[src/rtl/axi4_manager_if.sv]
// AXI4 bus bundle shared by the manager and its subordinate.
// The master modport is the manager side; the slave modport is the subordinate side.
interface axi4_manager_if #(
  parameter int AXI_ADDR_WIDTH = 32,
  parameter int AXI_DATA_WIDTH = 64,
  parameter int AXI_ID_WIDTH   = 4,
  parameter int AXI_USER_WIDTH = 1
);
  logic [AXI_ID_WIDTH-1:0]     aw_id;
  logic [AXI_ADDR_WIDTH-1:0]   aw_addr;
  logic [7:0]                  aw_len;
  logic [2:0]                  aw_size;
  logic [1:0]                  aw_burst;
  logic                        aw_lock;
  logic [3:0]                  aw_cache;
  logic [2:0]                  aw_prot;
  logic [3:0]                  aw_qos;
  logic [3:0]                  aw_region;
  logic [5:0]                  aw_atop;
  logic [AXI_USER_WIDTH-1:0]   aw_user;
  logic                        aw_valid;
  logic                        aw_ready;

  logic [AXI_DATA_WIDTH-1:0]   w_data;
  logic [AXI_DATA_WIDTH/8-1:0] w_strb;
  logic                        w_last;
  logic [AXI_USER_WIDTH-1:0]   w_user;
  logic                        w_valid;
  logic                        w_ready;

  logic [AXI_ID_WIDTH-1:0]     b_id;
  logic [1:0]                  b_resp;
  logic [AXI_USER_WIDTH-1:0]   b_user;
  logic                        b_valid;
  logic                        b_ready;

  logic [AXI_ID_WIDTH-1:0]     ar_id;
  logic [AXI_ADDR_WIDTH-1:0]   ar_addr;
  logic [7:0]                  ar_len;
  logic [2:0]                  ar_size;
  logic [1:0]                  ar_burst;
  logic                        ar_lock;
  logic [3:0]                  ar_cache;
  logic [2:0]                  ar_prot;
  logic [3:0]                  ar_qos;
  logic [3:0]                  ar_region;
  logic [AXI_USER_WIDTH-1:0]   ar_user;
  logic                        ar_valid;
  logic                        ar_ready;

  logic [AXI_ID_WIDTH-1:0]     r_id;
  logic [AXI_DATA_WIDTH-1:0]   r_data;
  logic [1:0]                  r_resp;
  logic                        r_last;
  logic [AXI_USER_WIDTH-1:0]   r_user;
  logic                        r_valid;
  logic                        r_ready;

  modport master (
    output aw_id, aw_addr, aw_len, aw_size, aw_burst, aw_lock, aw_cache, aw_prot,
           aw_qos, aw_region, aw_atop, aw_user, aw_valid,
    input  aw_ready,
    output w_data, w_strb, w_last, w_user, w_valid,
    input  w_ready,
    input  b_id, b_resp, b_user, b_valid,
    output b_ready,
    output ar_id, ar_addr, ar_len, ar_size, ar_burst, ar_lock, ar_cache, ar_prot,
           ar_qos, ar_region, ar_user, ar_valid,
    input  ar_ready,
    input  r_id, r_data, r_resp, r_last, r_user, r_valid,
    output r_ready
  );

  modport slave (
    input  aw_id, aw_addr, aw_len, aw_size, aw_burst, aw_lock, aw_cache, aw_prot,
           aw_qos, aw_region, aw_atop, aw_user, aw_valid,
    output aw_ready,
    input  w_data, w_strb, w_last, w_user, w_valid,
    output w_ready,
    output b_id, b_resp, b_user, b_valid,
    input  b_ready,
    input  ar_id, ar_addr, ar_len, ar_size, ar_burst, ar_lock, ar_cache, ar_prot,
           ar_qos, ar_region, ar_user, ar_valid,
    output ar_ready,
    output r_id, r_data, r_resp, r_last, r_user, r_valid,
    input  r_ready
  );
endinterface

[src/rtl/axi4_manager.sv]
// AXI4 manager turning level requests into single-ID INCR bursts.
// Write (AW/W/B) and read (AR/R) channels run independent FSMs.
module axi4_manager #(
  parameter int AXI_ADDR_WIDTH   = 32,
  parameter int AXI_DATA_WIDTH   = 64,
  parameter int AXI_XSIZE        = 8,
  parameter int DATA_COUNT_WIDTH = 8,
  parameter int WORD_SIZE_BYTES  = 4
) (
  input  logic                        clk_i,
  input  logic                        rst_i,
  input  logic [1:0]                  req_i,
  input  logic [AXI_ADDR_WIDTH-1:0]   axi_wr_addr_i,
  input  logic [AXI_ADDR_WIDTH-1:0]   axi_rd_addr_i,
  input  logic [AXI_DATA_WIDTH-1:0]   axi_data_i,
  input  logic [DATA_COUNT_WIDTH-1:0] wr_data_count_i,
  input  logic [DATA_COUNT_WIDTH-1:0] rd_data_count_i,
  output logic [1:0]                  rsp_o,
  output logic [1:0]                  wr_err_o,
  output logic [1:0]                  rd_err_o,
  output logic [AXI_DATA_WIDTH-1:0]   axi_data_o,
  output logic [1:0]                  dbg_wr_state_o,
  output logic [1:0]                  dbg_rd_state_o,
  axi4_manager_if.master              axi_mgr_if
);
  localparam logic [2:0] AX_SIZE = 3'($clog2(AXI_XSIZE));
  localparam logic [AXI_ADDR_WIDTH-1:0] ADDR_MASK =
    {AXI_ADDR_WIDTH{1'b1}} << $clog2(WORD_SIZE_BYTES);

  typedef enum logic [1:0] {W_IDLE, W_AW, W_DATA, W_RESP} wr_state_e;
  typedef enum logic [1:0] {R_IDLE, R_AR, R_DATA} rd_state_e;

  wr_state_e                 r_wr_state, w_wr_next;
  rd_state_e                 r_rd_state, w_rd_next;
  logic [AXI_ADDR_WIDTH-1:0] r_wr_addr, r_rd_addr;
  logic [7:0]                r_wr_len, r_rd_len, r_wr_cnt;
  logic [1:0]                r_wr_err, r_rd_err, r_rd_first_err;
  logic                      r_wr_rsp, r_rd_rsp;
  logic [AXI_DATA_WIDTH-1:0] r_rdata;
  logic                      w_wr_last;
  logic                      w_unused;

  assign w_wr_last = (r_wr_cnt == r_wr_len);

  // Fixed burst attributes: ID 0, INCR, normal access, full strobes.
  assign axi_mgr_if.aw_id     = '0;
  assign axi_mgr_if.aw_addr   = r_wr_addr;
  assign axi_mgr_if.aw_len    = r_wr_len;
  assign axi_mgr_if.aw_size   = AX_SIZE;
  assign axi_mgr_if.aw_burst  = 2'b01;
  assign axi_mgr_if.aw_lock   = 1'b0;
  assign axi_mgr_if.aw_cache  = '0;
  assign axi_mgr_if.aw_prot   = '0;
  assign axi_mgr_if.aw_qos    = '0;
  assign axi_mgr_if.aw_region = '0;
  assign axi_mgr_if.aw_atop   = '0;
  assign axi_mgr_if.aw_user   = '0;
  assign axi_mgr_if.w_data    = axi_data_i;
  assign axi_mgr_if.w_strb    = '1;
  assign axi_mgr_if.w_last    = w_wr_last;
  assign axi_mgr_if.w_user    = '0;
  assign axi_mgr_if.ar_id     = '0;
  assign axi_mgr_if.ar_addr   = r_rd_addr;
  assign axi_mgr_if.ar_len    = r_rd_len;
  assign axi_mgr_if.ar_size   = AX_SIZE;
  assign axi_mgr_if.ar_burst  = 2'b01;
  assign axi_mgr_if.ar_lock   = 1'b0;
  assign axi_mgr_if.ar_cache  = '0;
  assign axi_mgr_if.ar_prot   = '0;
  assign axi_mgr_if.ar_qos    = '0;
  assign axi_mgr_if.ar_region = '0;
  assign axi_mgr_if.ar_user   = '0;

  assign rsp_o          = {r_rd_rsp, r_wr_rsp};
  assign wr_err_o       = r_wr_err;
  assign rd_err_o       = r_rd_err;
  assign axi_data_o     = r_rdata;
  assign dbg_wr_state_o = r_wr_state;
  assign dbg_rd_state_o = r_rd_state;
  assign w_unused = ^{axi_mgr_if.b_id, axi_mgr_if.b_user, axi_mgr_if.r_id, axi_mgr_if.r_user};

  // Handshakes: a VALID depends only on FSM state, so once raised it stays
  // high with stable payload until the cycle READY is seen; transfer = VALID & READY.
  always_comb begin
    w_wr_next           = r_wr_state;
    axi_mgr_if.aw_valid = 1'b0;
    axi_mgr_if.w_valid  = 1'b0;
    axi_mgr_if.b_ready  = 1'b0;
    case (r_wr_state)
      W_IDLE: if (req_i[0]) w_wr_next = W_AW;
      W_AW: begin
        axi_mgr_if.aw_valid = 1'b1;
        if (axi_mgr_if.aw_ready) w_wr_next = W_DATA;
      end
      W_DATA: begin
        axi_mgr_if.w_valid = 1'b1;
        if (axi_mgr_if.w_ready && w_wr_last) w_wr_next = W_RESP;
      end
      W_RESP: begin
        axi_mgr_if.b_ready = 1'b1;
        if (axi_mgr_if.b_valid) w_wr_next = W_IDLE;
      end
      default: w_wr_next = W_IDLE;
    endcase
  end

  always_ff @(posedge clk_i or posedge rst_i) begin
    if (rst_i) begin
      r_wr_state <= W_IDLE;
      r_wr_addr  <= '0;
      r_wr_len   <= '0;
      r_wr_cnt   <= '0;
      r_wr_err   <= '0;
      r_wr_rsp   <= 1'b0;
    end else begin
      r_wr_state <= w_wr_next;
      r_wr_rsp   <= 1'b0;
      case (r_wr_state)
        W_IDLE: if (req_i[0]) begin
          r_wr_addr <= axi_wr_addr_i & ADDR_MASK;
          r_wr_len  <= 8'(wr_data_count_i);
        end
        W_AW:   r_wr_cnt <= '0;
        W_DATA: if (axi_mgr_if.w_ready) r_wr_cnt <= r_wr_cnt + 8'd1;
        W_RESP: if (axi_mgr_if.b_valid) begin
          r_wr_err <= axi_mgr_if.b_resp;
          r_wr_rsp <= 1'b1;
        end
        default: ;
      endcase
    end
  end

  always_comb begin
    w_rd_next           = r_rd_state;
    axi_mgr_if.ar_valid = 1'b0;
    axi_mgr_if.r_ready  = 1'b0;
    case (r_rd_state)
      R_IDLE: if (req_i[1]) w_rd_next = R_AR;
      R_AR: begin
        axi_mgr_if.ar_valid = 1'b1;
        if (axi_mgr_if.ar_ready) w_rd_next = R_DATA;
      end
      R_DATA: begin
        axi_mgr_if.r_ready = 1'b1;
        if (axi_mgr_if.r_valid && axi_mgr_if.r_last) w_rd_next = R_IDLE;
      end
      default: w_rd_next = R_IDLE;
    endcase
  end

  // r_rd_first_err tracks the burst in flight; rd_err_o only moves at completion.
  always_ff @(posedge clk_i or posedge rst_i) begin
    if (rst_i) begin
      r_rd_state     <= R_IDLE;
      r_rd_addr      <= '0;
      r_rd_len       <= '0;
      r_rd_first_err <= '0;
      r_rd_err       <= '0;
      r_rd_rsp       <= 1'b0;
      r_rdata        <= '0;
    end else begin
      r_rd_state <= w_rd_next;
      r_rd_rsp   <= 1'b0;
      case (r_rd_state)
        R_IDLE: if (req_i[1]) begin
          r_rd_addr      <= axi_rd_addr_i & ADDR_MASK;
          r_rd_len       <= 8'(rd_data_count_i);
          r_rd_first_err <= '0;
        end
        R_DATA: if (axi_mgr_if.r_valid) begin
          r_rdata <= axi_mgr_if.r_data;
          if (r_rd_first_err == 2'b00) r_rd_first_err <= axi_mgr_if.r_resp;
          if (axi_mgr_if.r_last) begin
            r_rd_err <= (r_rd_first_err != 2'b00) ? r_rd_first_err : axi_mgr_if.r_resp;
            r_rd_rsp <= 1'b1;
          end
        end
        default: ;
      endcase
    end
  end
endmodule

[src/flat_wrapper.sv]
// flat-port wrapper written by rule: the top's interface ports become plain ports
module axi4_manager_flat 
#(
  parameter int AXI_ADDR_WIDTH   = 32,
  parameter int AXI_DATA_WIDTH   = 64,
  parameter int AXI_XSIZE        = 8,
  parameter int DATA_COUNT_WIDTH = 8,
  parameter int WORD_SIZE_BYTES  = 4
)
  (clk_i, rst_i, req_i, axi_wr_addr_i, axi_rd_addr_i, axi_data_i, wr_data_count_i, rd_data_count_i, rsp_o, wr_err_o, rd_err_o, axi_data_o, dbg_wr_state_o, dbg_rd_state_o, axi_mgr_if_aw_id, axi_mgr_if_aw_addr, axi_mgr_if_aw_len, axi_mgr_if_aw_size, axi_mgr_if_aw_burst, axi_mgr_if_aw_lock, axi_mgr_if_aw_cache, axi_mgr_if_aw_prot, axi_mgr_if_aw_qos, axi_mgr_if_aw_region, axi_mgr_if_aw_atop, axi_mgr_if_aw_user, axi_mgr_if_aw_valid, axi_mgr_if_aw_ready, axi_mgr_if_w_data, axi_mgr_if_w_strb, axi_mgr_if_w_last, axi_mgr_if_w_user, axi_mgr_if_w_valid, axi_mgr_if_w_ready, axi_mgr_if_b_id, axi_mgr_if_b_resp, axi_mgr_if_b_user, axi_mgr_if_b_valid, axi_mgr_if_b_ready, axi_mgr_if_ar_id, axi_mgr_if_ar_addr, axi_mgr_if_ar_len, axi_mgr_if_ar_size, axi_mgr_if_ar_burst, axi_mgr_if_ar_lock, axi_mgr_if_ar_cache, axi_mgr_if_ar_prot, axi_mgr_if_ar_qos, axi_mgr_if_ar_region, axi_mgr_if_ar_user, axi_mgr_if_ar_valid, axi_mgr_if_ar_ready, axi_mgr_if_r_id, axi_mgr_if_r_data, axi_mgr_if_r_resp, axi_mgr_if_r_last, axi_mgr_if_r_user, axi_mgr_if_r_valid, axi_mgr_if_r_ready);
  axi4_manager_if #(.AXI_ADDR_WIDTH(AXI_ADDR_WIDTH), .AXI_DATA_WIDTH(AXI_DATA_WIDTH), .AXI_ID_WIDTH((4)), .AXI_USER_WIDTH((1))) axi_mgr_if_i ();
  input  logic clk_i;
  input  logic rst_i;
  input  logic [1:0] req_i;
  input  logic [AXI_ADDR_WIDTH-1:0] axi_wr_addr_i;
  input  logic [AXI_ADDR_WIDTH-1:0] axi_rd_addr_i;
  input  logic [AXI_DATA_WIDTH-1:0] axi_data_i;
  input  logic [DATA_COUNT_WIDTH-1:0] wr_data_count_i;
  input  logic [DATA_COUNT_WIDTH-1:0] rd_data_count_i;
  output logic [1:0] rsp_o;
  output logic [1:0] wr_err_o;
  output logic [1:0] rd_err_o;
  output logic [AXI_DATA_WIDTH-1:0] axi_data_o;
  output logic [1:0] dbg_wr_state_o;
  output logic [1:0] dbg_rd_state_o;
  output wire logic [$bits(axi_mgr_if_i.aw_id)-1:0] axi_mgr_if_aw_id;
  output wire logic [$bits(axi_mgr_if_i.aw_addr)-1:0] axi_mgr_if_aw_addr;
  output wire logic [$bits(axi_mgr_if_i.aw_len)-1:0] axi_mgr_if_aw_len;
  output wire logic [$bits(axi_mgr_if_i.aw_size)-1:0] axi_mgr_if_aw_size;
  output wire logic [$bits(axi_mgr_if_i.aw_burst)-1:0] axi_mgr_if_aw_burst;
  output wire logic [$bits(axi_mgr_if_i.aw_lock)-1:0] axi_mgr_if_aw_lock;
  output wire logic [$bits(axi_mgr_if_i.aw_cache)-1:0] axi_mgr_if_aw_cache;
  output wire logic [$bits(axi_mgr_if_i.aw_prot)-1:0] axi_mgr_if_aw_prot;
  output wire logic [$bits(axi_mgr_if_i.aw_qos)-1:0] axi_mgr_if_aw_qos;
  output wire logic [$bits(axi_mgr_if_i.aw_region)-1:0] axi_mgr_if_aw_region;
  output wire logic [$bits(axi_mgr_if_i.aw_atop)-1:0] axi_mgr_if_aw_atop;
  output wire logic [$bits(axi_mgr_if_i.aw_user)-1:0] axi_mgr_if_aw_user;
  output wire logic [$bits(axi_mgr_if_i.aw_valid)-1:0] axi_mgr_if_aw_valid;
  input wire logic [$bits(axi_mgr_if_i.aw_ready)-1:0] axi_mgr_if_aw_ready;
  output wire logic [$bits(axi_mgr_if_i.w_data)-1:0] axi_mgr_if_w_data;
  output wire logic [$bits(axi_mgr_if_i.w_strb)-1:0] axi_mgr_if_w_strb;
  output wire logic [$bits(axi_mgr_if_i.w_last)-1:0] axi_mgr_if_w_last;
  output wire logic [$bits(axi_mgr_if_i.w_user)-1:0] axi_mgr_if_w_user;
  output wire logic [$bits(axi_mgr_if_i.w_valid)-1:0] axi_mgr_if_w_valid;
  input wire logic [$bits(axi_mgr_if_i.w_ready)-1:0] axi_mgr_if_w_ready;
  input wire logic [$bits(axi_mgr_if_i.b_id)-1:0] axi_mgr_if_b_id;
  input wire logic [$bits(axi_mgr_if_i.b_resp)-1:0] axi_mgr_if_b_resp;
  input wire logic [$bits(axi_mgr_if_i.b_user)-1:0] axi_mgr_if_b_user;
  input wire logic [$bits(axi_mgr_if_i.b_valid)-1:0] axi_mgr_if_b_valid;
  output wire logic [$bits(axi_mgr_if_i.b_ready)-1:0] axi_mgr_if_b_ready;
  output wire logic [$bits(axi_mgr_if_i.ar_id)-1:0] axi_mgr_if_ar_id;
  output wire logic [$bits(axi_mgr_if_i.ar_addr)-1:0] axi_mgr_if_ar_addr;
  output wire logic [$bits(axi_mgr_if_i.ar_len)-1:0] axi_mgr_if_ar_len;
  output wire logic [$bits(axi_mgr_if_i.ar_size)-1:0] axi_mgr_if_ar_size;
  output wire logic [$bits(axi_mgr_if_i.ar_burst)-1:0] axi_mgr_if_ar_burst;
  output wire logic [$bits(axi_mgr_if_i.ar_lock)-1:0] axi_mgr_if_ar_lock;
  output wire logic [$bits(axi_mgr_if_i.ar_cache)-1:0] axi_mgr_if_ar_cache;
  output wire logic [$bits(axi_mgr_if_i.ar_prot)-1:0] axi_mgr_if_ar_prot;
  output wire logic [$bits(axi_mgr_if_i.ar_qos)-1:0] axi_mgr_if_ar_qos;
  output wire logic [$bits(axi_mgr_if_i.ar_region)-1:0] axi_mgr_if_ar_region;
  output wire logic [$bits(axi_mgr_if_i.ar_user)-1:0] axi_mgr_if_ar_user;
  output wire logic [$bits(axi_mgr_if_i.ar_valid)-1:0] axi_mgr_if_ar_valid;
  input wire logic [$bits(axi_mgr_if_i.ar_ready)-1:0] axi_mgr_if_ar_ready;
  input wire logic [$bits(axi_mgr_if_i.r_id)-1:0] axi_mgr_if_r_id;
  input wire logic [$bits(axi_mgr_if_i.r_data)-1:0] axi_mgr_if_r_data;
  input wire logic [$bits(axi_mgr_if_i.r_resp)-1:0] axi_mgr_if_r_resp;
  input wire logic [$bits(axi_mgr_if_i.r_last)-1:0] axi_mgr_if_r_last;
  input wire logic [$bits(axi_mgr_if_i.r_user)-1:0] axi_mgr_if_r_user;
  input wire logic [$bits(axi_mgr_if_i.r_valid)-1:0] axi_mgr_if_r_valid;
  output wire logic [$bits(axi_mgr_if_i.r_ready)-1:0] axi_mgr_if_r_ready;
  assign axi_mgr_if_aw_id = axi_mgr_if_i.aw_id;
  assign axi_mgr_if_aw_addr = axi_mgr_if_i.aw_addr;
  assign axi_mgr_if_aw_len = axi_mgr_if_i.aw_len;
  assign axi_mgr_if_aw_size = axi_mgr_if_i.aw_size;
  assign axi_mgr_if_aw_burst = axi_mgr_if_i.aw_burst;
  assign axi_mgr_if_aw_lock = axi_mgr_if_i.aw_lock;
  assign axi_mgr_if_aw_cache = axi_mgr_if_i.aw_cache;
  assign axi_mgr_if_aw_prot = axi_mgr_if_i.aw_prot;
  assign axi_mgr_if_aw_qos = axi_mgr_if_i.aw_qos;
  assign axi_mgr_if_aw_region = axi_mgr_if_i.aw_region;
  assign axi_mgr_if_aw_atop = axi_mgr_if_i.aw_atop;
  assign axi_mgr_if_aw_user = axi_mgr_if_i.aw_user;
  assign axi_mgr_if_aw_valid = axi_mgr_if_i.aw_valid;
  assign axi_mgr_if_i.aw_ready = axi_mgr_if_aw_ready;
  assign axi_mgr_if_w_data = axi_mgr_if_i.w_data;
  assign axi_mgr_if_w_strb = axi_mgr_if_i.w_strb;
  assign axi_mgr_if_w_last = axi_mgr_if_i.w_last;
  assign axi_mgr_if_w_user = axi_mgr_if_i.w_user;
  assign axi_mgr_if_w_valid = axi_mgr_if_i.w_valid;
  assign axi_mgr_if_i.w_ready = axi_mgr_if_w_ready;
  assign axi_mgr_if_i.b_id = axi_mgr_if_b_id;
  assign axi_mgr_if_i.b_resp = axi_mgr_if_b_resp;
  assign axi_mgr_if_i.b_user = axi_mgr_if_b_user;
  assign axi_mgr_if_i.b_valid = axi_mgr_if_b_valid;
  assign axi_mgr_if_b_ready = axi_mgr_if_i.b_ready;
  assign axi_mgr_if_ar_id = axi_mgr_if_i.ar_id;
  assign axi_mgr_if_ar_addr = axi_mgr_if_i.ar_addr;
  assign axi_mgr_if_ar_len = axi_mgr_if_i.ar_len;
  assign axi_mgr_if_ar_size = axi_mgr_if_i.ar_size;
  assign axi_mgr_if_ar_burst = axi_mgr_if_i.ar_burst;
  assign axi_mgr_if_ar_lock = axi_mgr_if_i.ar_lock;
  assign axi_mgr_if_ar_cache = axi_mgr_if_i.ar_cache;
  assign axi_mgr_if_ar_prot = axi_mgr_if_i.ar_prot;
  assign axi_mgr_if_ar_qos = axi_mgr_if_i.ar_qos;
  assign axi_mgr_if_ar_region = axi_mgr_if_i.ar_region;
  assign axi_mgr_if_ar_user = axi_mgr_if_i.ar_user;
  assign axi_mgr_if_ar_valid = axi_mgr_if_i.ar_valid;
  assign axi_mgr_if_i.ar_ready = axi_mgr_if_ar_ready;
  assign axi_mgr_if_i.r_id = axi_mgr_if_r_id;
  assign axi_mgr_if_i.r_data = axi_mgr_if_r_data;
  assign axi_mgr_if_i.r_resp = axi_mgr_if_r_resp;
  assign axi_mgr_if_i.r_last = axi_mgr_if_r_last;
  assign axi_mgr_if_i.r_user = axi_mgr_if_r_user;
  assign axi_mgr_if_i.r_valid = axi_mgr_if_r_valid;
  assign axi_mgr_if_r_ready = axi_mgr_if_i.r_ready;
  axi4_manager #(.AXI_ADDR_WIDTH(AXI_ADDR_WIDTH), .AXI_DATA_WIDTH(AXI_DATA_WIDTH), .AXI_XSIZE(AXI_XSIZE), .DATA_COUNT_WIDTH(DATA_COUNT_WIDTH), .WORD_SIZE_BYTES(WORD_SIZE_BYTES)) u_core (.clk_i(clk_i), .rst_i(rst_i), .req_i(req_i), .axi_wr_addr_i(axi_wr_addr_i), .axi_rd_addr_i(axi_rd_addr_i), .axi_data_i(axi_data_i), .wr_data_count_i(wr_data_count_i), .rd_data_count_i(rd_data_count_i), .rsp_o(rsp_o), .wr_err_o(wr_err_o), .rd_err_o(rd_err_o), .axi_data_o(axi_data_o), .dbg_wr_state_o(dbg_wr_state_o), .dbg_rd_state_o(dbg_rd_state_o), .axi_mgr_if(axi_mgr_if_i));
endmodule
[config.mk]
export PLATFORM = sky130hd
export DESIGN_NAME = axi4_manager_flat
export DESIGN_NICKNAME = d
export VERILOG_FILES = /design/src/rtl/axi4_manager_if.sv /design/src/rtl/axi4_manager.sv /design/src/flat_wrapper.sv
export SDC_FILE = /design/constraint.sdc
export NUM_CORES = 1
export LEC_CHECK = 0
export BUFFER_PORTS_ARGS = -buffer_cell sky130_fd_sc_hd__buf_4
export CAP_MARGIN = 20
export CORE_AREA = 4 4 199 201
export CTS_BUF_LIST = sky130_fd_sc_hd__clkbuf_8 sky130_fd_sc_hd__clkbuf_16
export DETAILED_ROUTE_END_ITERATION = 10
export DIE_AREA = 0 0 203 205
export SKIP_LAST_GASP = 1
export SYNTH_ARGS = -nofsm -noshare
export SYNTH_HDL_FRONTEND = slang
export SYNTH_SLANG_ARGS = --single-unit
[constraint.sdc]
create_clock -name clk_i -period 8.7 [get_ports clk_i]
set_input_delay 0.87 -clock clk_i [delete_from_list [all_inputs] [get_ports clk_i]]
set_output_delay 0.87 -clock clk_i [all_outputs]
set_load 0.02 [all_outputs]
==> flow_summary.ini, run 1 <==
[global_routing]
grtUsageTotal_pct = 10.2
grt_max_degree = 93
grt_antenna_before_repair = 0
grt_overflow = 0
grt_pass1_vias = 5628
grt_pass1_wl_um = 32600

[timing]
period_share_pct = 30.8
max_slew_margin_pct = 33.8
setup_violations = 0
fin_crit_ps = 2680
hold_viol = 0
worst_pin_slew_ps = 989
skew_ps = 8.17
drv_slew = 0
setup_tns_ps = 0
rsz0062_at_grt = false
clock.fmax_mhz = 373

[cells_and_area]
multi_input_area_sq_um = 2450
drive_gt1_share_pct = 39.5
nFillCells = 4001
fin_area_sq_um = 10100
diodes = 0
register_area_sq_um = 4000
fin_nets = 1235
layout_common_cells = 314 x nand2_1, 312 x buf_4, 160 x dfrtp_1
final_common_cell = nand2_1
syn_to_final_growth_pct = 37.3

[die]
die_h_um = 205
initial_utilization_pct = 19.7
io_pins = 523
die_w_um = 203
core.rowCount = 71
die_area_sq_um = 41600
core_area_sq_um = 37600

[setup_path]
rrSetupSlack_ps = 6630
worstPathMaxFanout = 6
arrival_ps = 1810
setup.worst_path.class = reg -> out
worstPathRequired_ps = 7830
end_kind = primary output
start_kind = register

[drt]
drc = 0
vias = 5572
wirelength_um = 22000
viasPerCell = 3.66
ant_nets = 0
dr.pass1.iters = 4
drt_iter0_drc = 202
routedWlPerCell_um = 14.5

[clocking]
clock_latency_ps = 430
cts_resized = 0
cts_max_path_buffers = 2
hold_buffers = 0
post_cts_buffers = 0
clk_pin_slew_ps = 70
tritoncts = done
clock_sinks = 160
htreeDepth = 4
numCtsBuffers = 17
cts-root-buf = clkbuf_16

[pwr]
power_density_nw_per_um2 = 381
p_leak_nw = 5.39
vdd_drop_max_uv = 183
p_total_mw = 3.86

[placed_design]
dpl.hpwl_um = 16200
place_congestion = 0.766
dpl-instance-area_sq_um = 9470
port_buffers = 309

[synth]
yosysUniqueCellTypes = 35
yosysTopAreaCell = dfrtp_1
syn_inst = 763
avgSynthCellArea_sq_um = 9.68
synth-seq-area-share_pct = 54.2
ys_async_sr_fraction_pct = 100
synth_area_sq_um = 7390
synth_area_leaders = dfrtp_1 54%, nand2_1 16%, buf_4 14%
ys_ff_latch = 160
synth_top_area_share_pct = 54.2
synth_ff_type = dfrtp_1
ys.warnings.count = 0
synth_edf_count = 0

[outcome]
run_status = finished clean

[flow_run]
drv_cap = 0

[worst_hold_path]
hold_path_class = reg -> reg
-- final timing paths --
check	start	to	depth (start not counted)
max in group asynchronous	rst_i	u_core.dbg_rd_state_o[0]	3
worst min register to register	u_core.axi_mgr_if.ar_len[5]	u_core.axi_mgr_if.ar_len[5]	2
min in group asynchronous	rst_i	u_core.axi_data_o[50]	2
worst min-delay path	u_core.axi_mgr_if.ar_len[5]	u_core.axi_mgr_if.ar_len[5]	2
worst max register to register	u_core.dbg_wr_state_o[1]	u_core.axi_mgr_if.aw_addr[29]	4
worst max-delay path	u_core.r_wr_cnt[3]	axi_mgr_if_w_last	4
-- critical path, cell delays in order, from the launching register on --
cell	delay, ps
dfrtp_1	450
xor2_1	190
nor4_2	340
and2_1	240
buf_4	160
-- logic make-up (layout without fill, tap and decap cells) --
| group | after synthesis | in the layout | synth area share (%) |
|---|---|---|---|
| other cells | 2 | 71 | 0.102 |
| fa+ha+maj | 6 | 6 | 1.02 |
| xor+xnor | 8 | 8 | 0.949 |
| buf+inv | 173 | 351 | 16.3 |
| mux | 45 | 45 | 6.81 |
| flops | 160 | 160 | 54.2 |
| compound gates | 20 | 20 | 1.73 |
| simple gates | 349 | 349 | 18.9 |
-- registers in the layout (all words and copies together), names as in the netlist --
name,flops
u_core.r_rd_rsp,1
u_core.dbg_rd_state_o,2
u_core.axi_mgr_if.ar_len,8
u_core.axi_data_o,64
u_core.dbg_wr_state_o,2
u_core.wr_err_o,2
u_core.axi_mgr_if.aw_len,8
u_core.axi_mgr_if.aw_addr,30
u_core.r_wr_rsp,1
u_core.r_wr_cnt,8
u_core.axi_mgr_if.ar_addr,30
u_core.rd_err_o,2
u_core.r_rd_first_err,2
-- synthesized netlist by cell type, types with 3 or more instances --
library cell	count
dfrtp_1	160
buf_4	139
mux2i_1	3
nand3_1	3
and2_1	4
nor2b_1	3
xor2_1	8
mux2_2	42
nor2_1	6
o21ai_0	5
ha_1	6
nand2_1	317
a21oi_1	6
clkbuf_1	12
inv_1	7
nand4_1	3
buf_2	13
-- per-layer routing --
layer	global-route usage [%]	share of wire [%]	vias to the layer above
met3	4.95	11	54
met1	11.3	38	2604
li1	-	-	2637
met5	0	0	-
met2	16.5	48	277
met4	5.12	3.6	0
-- power breakdown --
group          switching (mW)  total (mW)  internal, mW  leakage (nW)
clock network           0.330       0.866         0.535         0.332
logic                   0.971        1.69         0.719          3.07
registers               0.216        1.30          1.09          1.98
-- through the flow --
step	instances	hold slack [ps]	setup slack, ps	util, %
finish	1521	476	6020	27.0
floorplan	832	465	3510	-
global route	1521	502	5900	27.0
detailed placement	1489	463	6000	25.2
CTS	1521	480	5970	27.0
global placement	1489	461	6050	25.2
-- area by class of cell --
cell class              count  area share [%]
repair buffers            312            23.1
flip-flops and latches    160            39.5
well taps                 511            6.31
inverters                   7           0.308
clock buffers              20            4.60
clock inverters            12            2.04
multi-input cells         499            24.2
(Power assumes the default switching activity.)
==> inputs of run 2 (changes only) <==
--- a/config.mk
+++ b/config.mk
@@ -7,10 +7,10 @@
 export LEC_CHECK = 0
 export BUFFER_PORTS_ARGS = -buffer_cell sky130_fd_sc_hd__buf_4
 export CAP_MARGIN = 20
-export CORE_AREA = 4 4 199 201
+export CORE_AREA = 4 4 201 203
 export CTS_BUF_LIST = sky130_fd_sc_hd__clkbuf_8 sky130_fd_sc_hd__clkbuf_16
 export DETAILED_ROUTE_END_ITERATION = 10
-export DIE_AREA = 0 0 203 205
+export DIE_AREA = 0 0 205 207
 export SKIP_LAST_GASP = 1
 export SYNTH_ARGS = -nofsm -noshare
 export SYNTH_HDL_FRONTEND = slang
==> constraint.sdc (replaced) <==
create_clock -name clk_i -period 2.15 [get_ports clk_i]
set_input_delay 0.215 -clock clk_i [delete_from_list [all_inputs] [get_ports clk_i]]
set_output_delay 0.215 -clock clk_i [all_outputs]
set_load 0.02 [all_outputs]
==> flow_summary.ini, run 2 (synthesis results as in run 1) <==
[drt]
top_layer = met5
vias = 6177
dr.pass1.iters = 4
drt_iter0_drc = 236
drc = 0
wl_met3_um = 2390
m1WireLength_um = 8930
wl_met2_um = 12000
ant_nets = 0
wirelength_um = 24200
routedWlPerCell_um = 14.4
viasPerCell = 3.67

[global_routing]
grt_max_degree = 103
grt_pass1_vias = 6494
grt_antenna_before_repair = 3
grt_pass1_wl_um = 36700
grtUsageTotal_pct = 11.1
grt_overflow = 0

[clocking]
cts_resized = 0
clock_sinks = 160
numCtsBuffers = 17
htreeDepth = 4
clock_latency_ps = 430
tritoncts = done
clk_pin_slew_ps = 60
cts-root-buf = clkbuf_16
cts_max_path_buffers = 2

[pwr]
swShare_pct = 39.3
power_density_nw_per_um2 = 1350
vdd_drop_max_uv = 652
seqPwrFrac_pct = 33.1
p_clk_share_pct = 21.0
intPower_mw = 9.60
p_comb_share_pct = 45.9
p_leak_nw = 6.04
power.switching_mw = 6.23

[die]
io_pins = 523
core_area_sq_um = 38500
die_area_sq_um = 42400
die_w_um = 205
core.rowCount = 72
die_h_um = 207
initial_utilization_pct = 19.2

[setup_path]
r2r-start = u_core.dbg_wr_state_o[1]
worstPathCellList = xor2_1, nor4_2, and2_1, buf_4
arrival_ps = 1780
worstPathMaxFanout = 4
worstPathRequired_ps = 1930
critical_path.max_stage_delay_ps = 430
cp_slowest_cell = dfrtp_1
end_kind = primary output
start_kind = register
cp-startpoint = u_core.r_wr_cnt[6]
setup.worst_path.class = reg -> out

[timing]
drv_slew = 0
setup_tns_ps = 0
hold_viol = 0
clock.fmax_mhz = 500
period_share_pct = 93.0
setup_violations = 0
fin_crit_ps = 2000
hold_slack_ps = 52.7
skew_ps = 9.18
worst_pin_slew_ps = 624
max_slew_margin_pct = 58.4
rsz0062_at_grt = false

[worst_hold_path]
hold_path_class = in -> reg
min_from = wr_data_count_i[7]

[cells_and_area]
drive_gt1_share_pct = 35.0
layout_common_cells = 316 x buf_4, 315 x nand2_1, 160 x dfrtp_1
fin_nets = 1388
final_common_cell = buf_4
largest_reg_flops = 64
nFillCells = 3948
diodes = 0
syn_to_final_growth_pct = 58.2

[outcome]
run_status = finished clean

[placed_design]
place_congestion = 0.769
dpl.hpwl_um = 17000
port_buffers = 309

[flow_run]
drv_cap = 0
-- run 2: cell count changes in the layout (fill, tap and decap cells not counted), moves of 2 or more --
cell,delta
clkinvlp_4,+2
clkinv_2,+2
buf_12,+6
buf_4,+4
dlygate4sd3_1,+143
-- run 2: layer usage --
layer	vias to the layer above	global-route usage, %
li1	2948	-
met4	6	5.20
met2	290	18.9
met3	57	5.29
met5	-	0
met1	2876	11.5
-- run 2: path summary, 6_finish.rpt --
path,end,slack [ps],cells past startpoint
max in group asynchronous,u_core.axi_data_o[11],1120,4
worst min-delay path,u_core.axi_mgr_if.aw_len[7],50,2
worst max register to register,u_core.dbg_wr_state_o[0],190,6
min in group asynchronous,u_core.axi_mgr_if.aw_len[5],450,4
worst min register to register,u_core.axi_mgr_if.ar_addr[29],470,2
worst max-delay path,axi_mgr_if_w_last,150,4
-- run 2: cell type report --
class | count | area [sq um] | area share (%)
Clock inverter | 13 | 185 | 1.58
Clock buffer | 19 | 453 | 3.87
Inverter | 7 | 30.0 | 0.257
Tap cell | 518 | 648 | 5.54
Timing Repair Buffer | 465 | 3920 | 33.6
Sequential cell | 160 | 4000 | 34.3
Multi-Input combinational cell | 499 | 2450 | 20.9
-- run 2: power groups by stage --
stage | logic (mW) | clock network, mW | registers [mW]
6_report | 7.26 | 3.32 | 5.24
5_1_grt | 7.84 | 3.60 | 5.42
4_1_cts | 7.35 | 3.50 | 5.25
3_5_place_dp | 7.14 | 0 | 5.27
3_3_place_gp | 7.04 | 0 | 5.22
2_1_floorplan | 2.57 | 0 | 6.82
-- run 2: per-stage QoR --
step | setup WS [ps] | instances | area (sq um) | util (%) | power, mW
after floorplan | -93.8 | 832 | 7650 | - | 9.38
after global placement | 295 | 1505 | 9610 | 25.0 | 12.3
after detailed placement | 221 | 1505 | 9610 | 25.0 | 12.4
after CTS | 29.7 | 1680 | 11700 | 30.4 | 16.1
after global routing | 14.7 | 1681 | 11700 | 30.4 | 16.9
final | 151 | 1681 | 11700 | 30.4 | 15.8
-- run 2: timing repair --
item                       in CTS  in global routing
setup endpoints to repair       0                  1
hold endpoints to repair      241                  0
hold buffers                  143                  0
buffers inserted                0                  1
-- run 2: worst max-delay path: cells and delay by family (launching register included) --
| kind | cells | cell delay, ps |
|---|---|---|
| DFF | 1 | 430 |
| buffers and inverters | 1 | 150 |
| and+or+nand+nor | 2 | 590 |
| xor gates and xnor gates | 1 | 190 |
==> inputs of run 3 (changes only) <==
--- a/config.mk
+++ b/config.mk
@@ -7,10 +7,10 @@
 export LEC_CHECK = 0
 export BUFFER_PORTS_ARGS = -buffer_cell sky130_fd_sc_hd__buf_4
 export CAP_MARGIN = 20
-export CORE_AREA = 4 4 201 203
+export CORE_AREA = 2 2 205 207
 export CTS_BUF_LIST = sky130_fd_sc_hd__clkbuf_8 sky130_fd_sc_hd__clkbuf_16
 export DETAILED_ROUTE_END_ITERATION = 10
-export DIE_AREA = 0 0 205 207
+export DIE_AREA = 0 0 207 209
 export SKIP_LAST_GASP = 1
 export SYNTH_ARGS = -nofsm -noshare
 export SYNTH_HDL_FRONTEND = slang
==> flow_summary.ini, run 3 (synthesis results as in run 1) <==
[timing]
setup_violations = 0
period_share_pct = 94.9
setup_tns_ps = 0
hold_viol = 0
layout_setup_ws_ps = 110
worst_pin_slew_ps = 873
rsz0062_at_grt = false
skew_ps = 9.26
clock.fmax_mhz = 490
max_slew_margin_pct = 41.6
hold_slack_ps = 45.6
fin_crit_ps = 2040
drv_slew = 0

[setup_path]
worst_r2r_endpoint = u_core.dbg_wr_state_o[0]
end_kind = primary output
critical_path.max_stage_delay_ps = 420
cp.depth = 4
worstPathRequired_ps = 1930
setup.worst_path.class = reg -> out
worstPathMaxFanout = 3
arrival_ps = 1830
worst-r2r-cell-count = 6
path_buf_inv = 1
cp_slowest_cell = dfrtp_1
critPathTopFamily = simple AND/OR/NAND/NOR gates
r2r-start = u_core.dbg_wr_state_o[1]
worstPathCellList = xor2_1, nor4_2, and2_1, buf_4
start_kind = register
rrSetupSlack_ps = 200

[worst_hold_path]
min_path_cells = 3
min_from = axi_mgr_if_r_valid
min_to = u_core.r_rd_first_err[1]
hold_path_class = in -> reg

[cells_and_area]
diodes = 0
layout.cells.non_filler = 1712
drive_gt1_share_pct = 35.4
largest_reg_flops = 64
syn_to_final_growth_pct = 60.1
final_common_cell = buf_4
fin_nets = 1400
layout_common_cells = 325 x buf_4, 315 x nand2_1, 160 x dfrtp_1

[flow_run]
drv_cap = 0

[die]
core.rowCount = 75
die_area_sq_um = 43300
initial_utilization_pct = 17.9
die_w_um = 207
die_h_um = 209
io_pins = 523
core_area_sq_um = 41300

[clocking]
tritoncts = done
post_cts_buffers = 0
clock_sinks = 160
htreeDepth = 4
clk_pin_slew_ps = 70
cts_max_path_buffers = 2
cts-root-buf = clkbuf_16
clock_latency_ps = 450
numCtsBuffers = 17

[drt]
viasPerCell = 3.65
drc = 0
drt_iter0_drc = 277
routedWlPerCell_um = 13.3
m1WireLength_um = 8990
wl_met2_um = 10900
wirelength_um = 22800
ant_nets = 0
top_layer = met4
wl_met3_um = 2080
dr.pass1.iters = 5
vias = 6246

[pwr]
p_leak_nw = 6.09
power_density_nw_per_um2 = 1340
p_total_mw = 15.9
vdd_drop_max_uv = 659

[global_routing]
grt_pass1_wl_um = 35300
grt_max_degree = 66
grt_pass1_vias = 6429
grt_overflow = 0
grt_antenna_before_repair = 0
grtUsageTotal_pct = 10.6

[placed_design]
dp.cells = 1536
dpl.hpwl_um = 15700
place_ws_ps = 211
place_congestion = 0.742
port_buffers = 309

[outcome]
run_status = finished clean
[run 3: cell count changes in the layout (fill, tap and decap cells not counted)]
cell,before,now
dlygate4sd3_1,143,146
buf_4,316,325
clkinv_4,4,2
inv_6,1,0
and2_2,2,3
nor4_4,0,1
and2_1,3,2
bufinv_16,4,5
nor4_2,2,1
[run 3: report_power, final]
part           switching (mW)  total (mW)  leakage, nW  internal (mW)
Sequential              0.864        5.27         1.98           4.40
Clock                    1.27        3.37        0.316           2.10
Combinational            4.04        7.22         3.80           3.18
[run 3: layout make-up]
cell class	count	area, sq um
fill	4245	29500
timing repair buffer	477	4020
sequential	160	4000
tap	539	674
clock inverter	11	189
multi-input combinational	499	2460
inverter	7	30.0
clock buffer	19	453
[run 3: how the worst max path moves through the flow]
stage                                      startpoint                        to  slack (ps)
after global routing      u_core.axi_mgr_if.aw_len[7]         axi_mgr_if_w_last           3
final                     u_core.axi_mgr_if.aw_len[7]         axi_mgr_if_w_last         110
after floorplan                                 rst_i      u_core.axi_data_o[0]         -90
after detailed placement     u_core.dbg_wr_state_o[1]  u_core.dbg_wr_state_o[0]         210
after global placement       u_core.dbg_wr_state_o[1]  u_core.dbg_wr_state_o[0]         330
after CTS                 u_core.axi_mgr_if.aw_len[6]         axi_mgr_if_w_last          40
[run 3: worst register-to-register path, stage by stage (launching register included)]
cell     delay (ps)
dfrtp_1         450
inv_1           130
ha_1            280
nor2b_1         170
nor3_1          310
mux2_2          390
a31oi_1         160
[run 3: layer usage]
layer | track usage (%) | up-vias
li1 | - | 2964
met1 | 11.5 | 2944
met2 | 17.0 | 291
met3 | 5.06 | 47
met4 | 5.49 | 0
met5 | 0 | -
[run 3: what timing repair did]
item	4_1_cts	5_1_grt
hold buffers	146	0
endpoints found under the setup margin	0	1
hold endpoints to repair	156	0
resized for setup	0	1
[run 3: metrics by stage]
stage                     util [%]  instance area (sq um)
after global routing          28.6                  11800
after detailed placement      23.5                   9720
final                         28.6                  11800
after global placement        23.5                   9720
after CTS                     28.6                  11800
after floorplan                  -                   7650
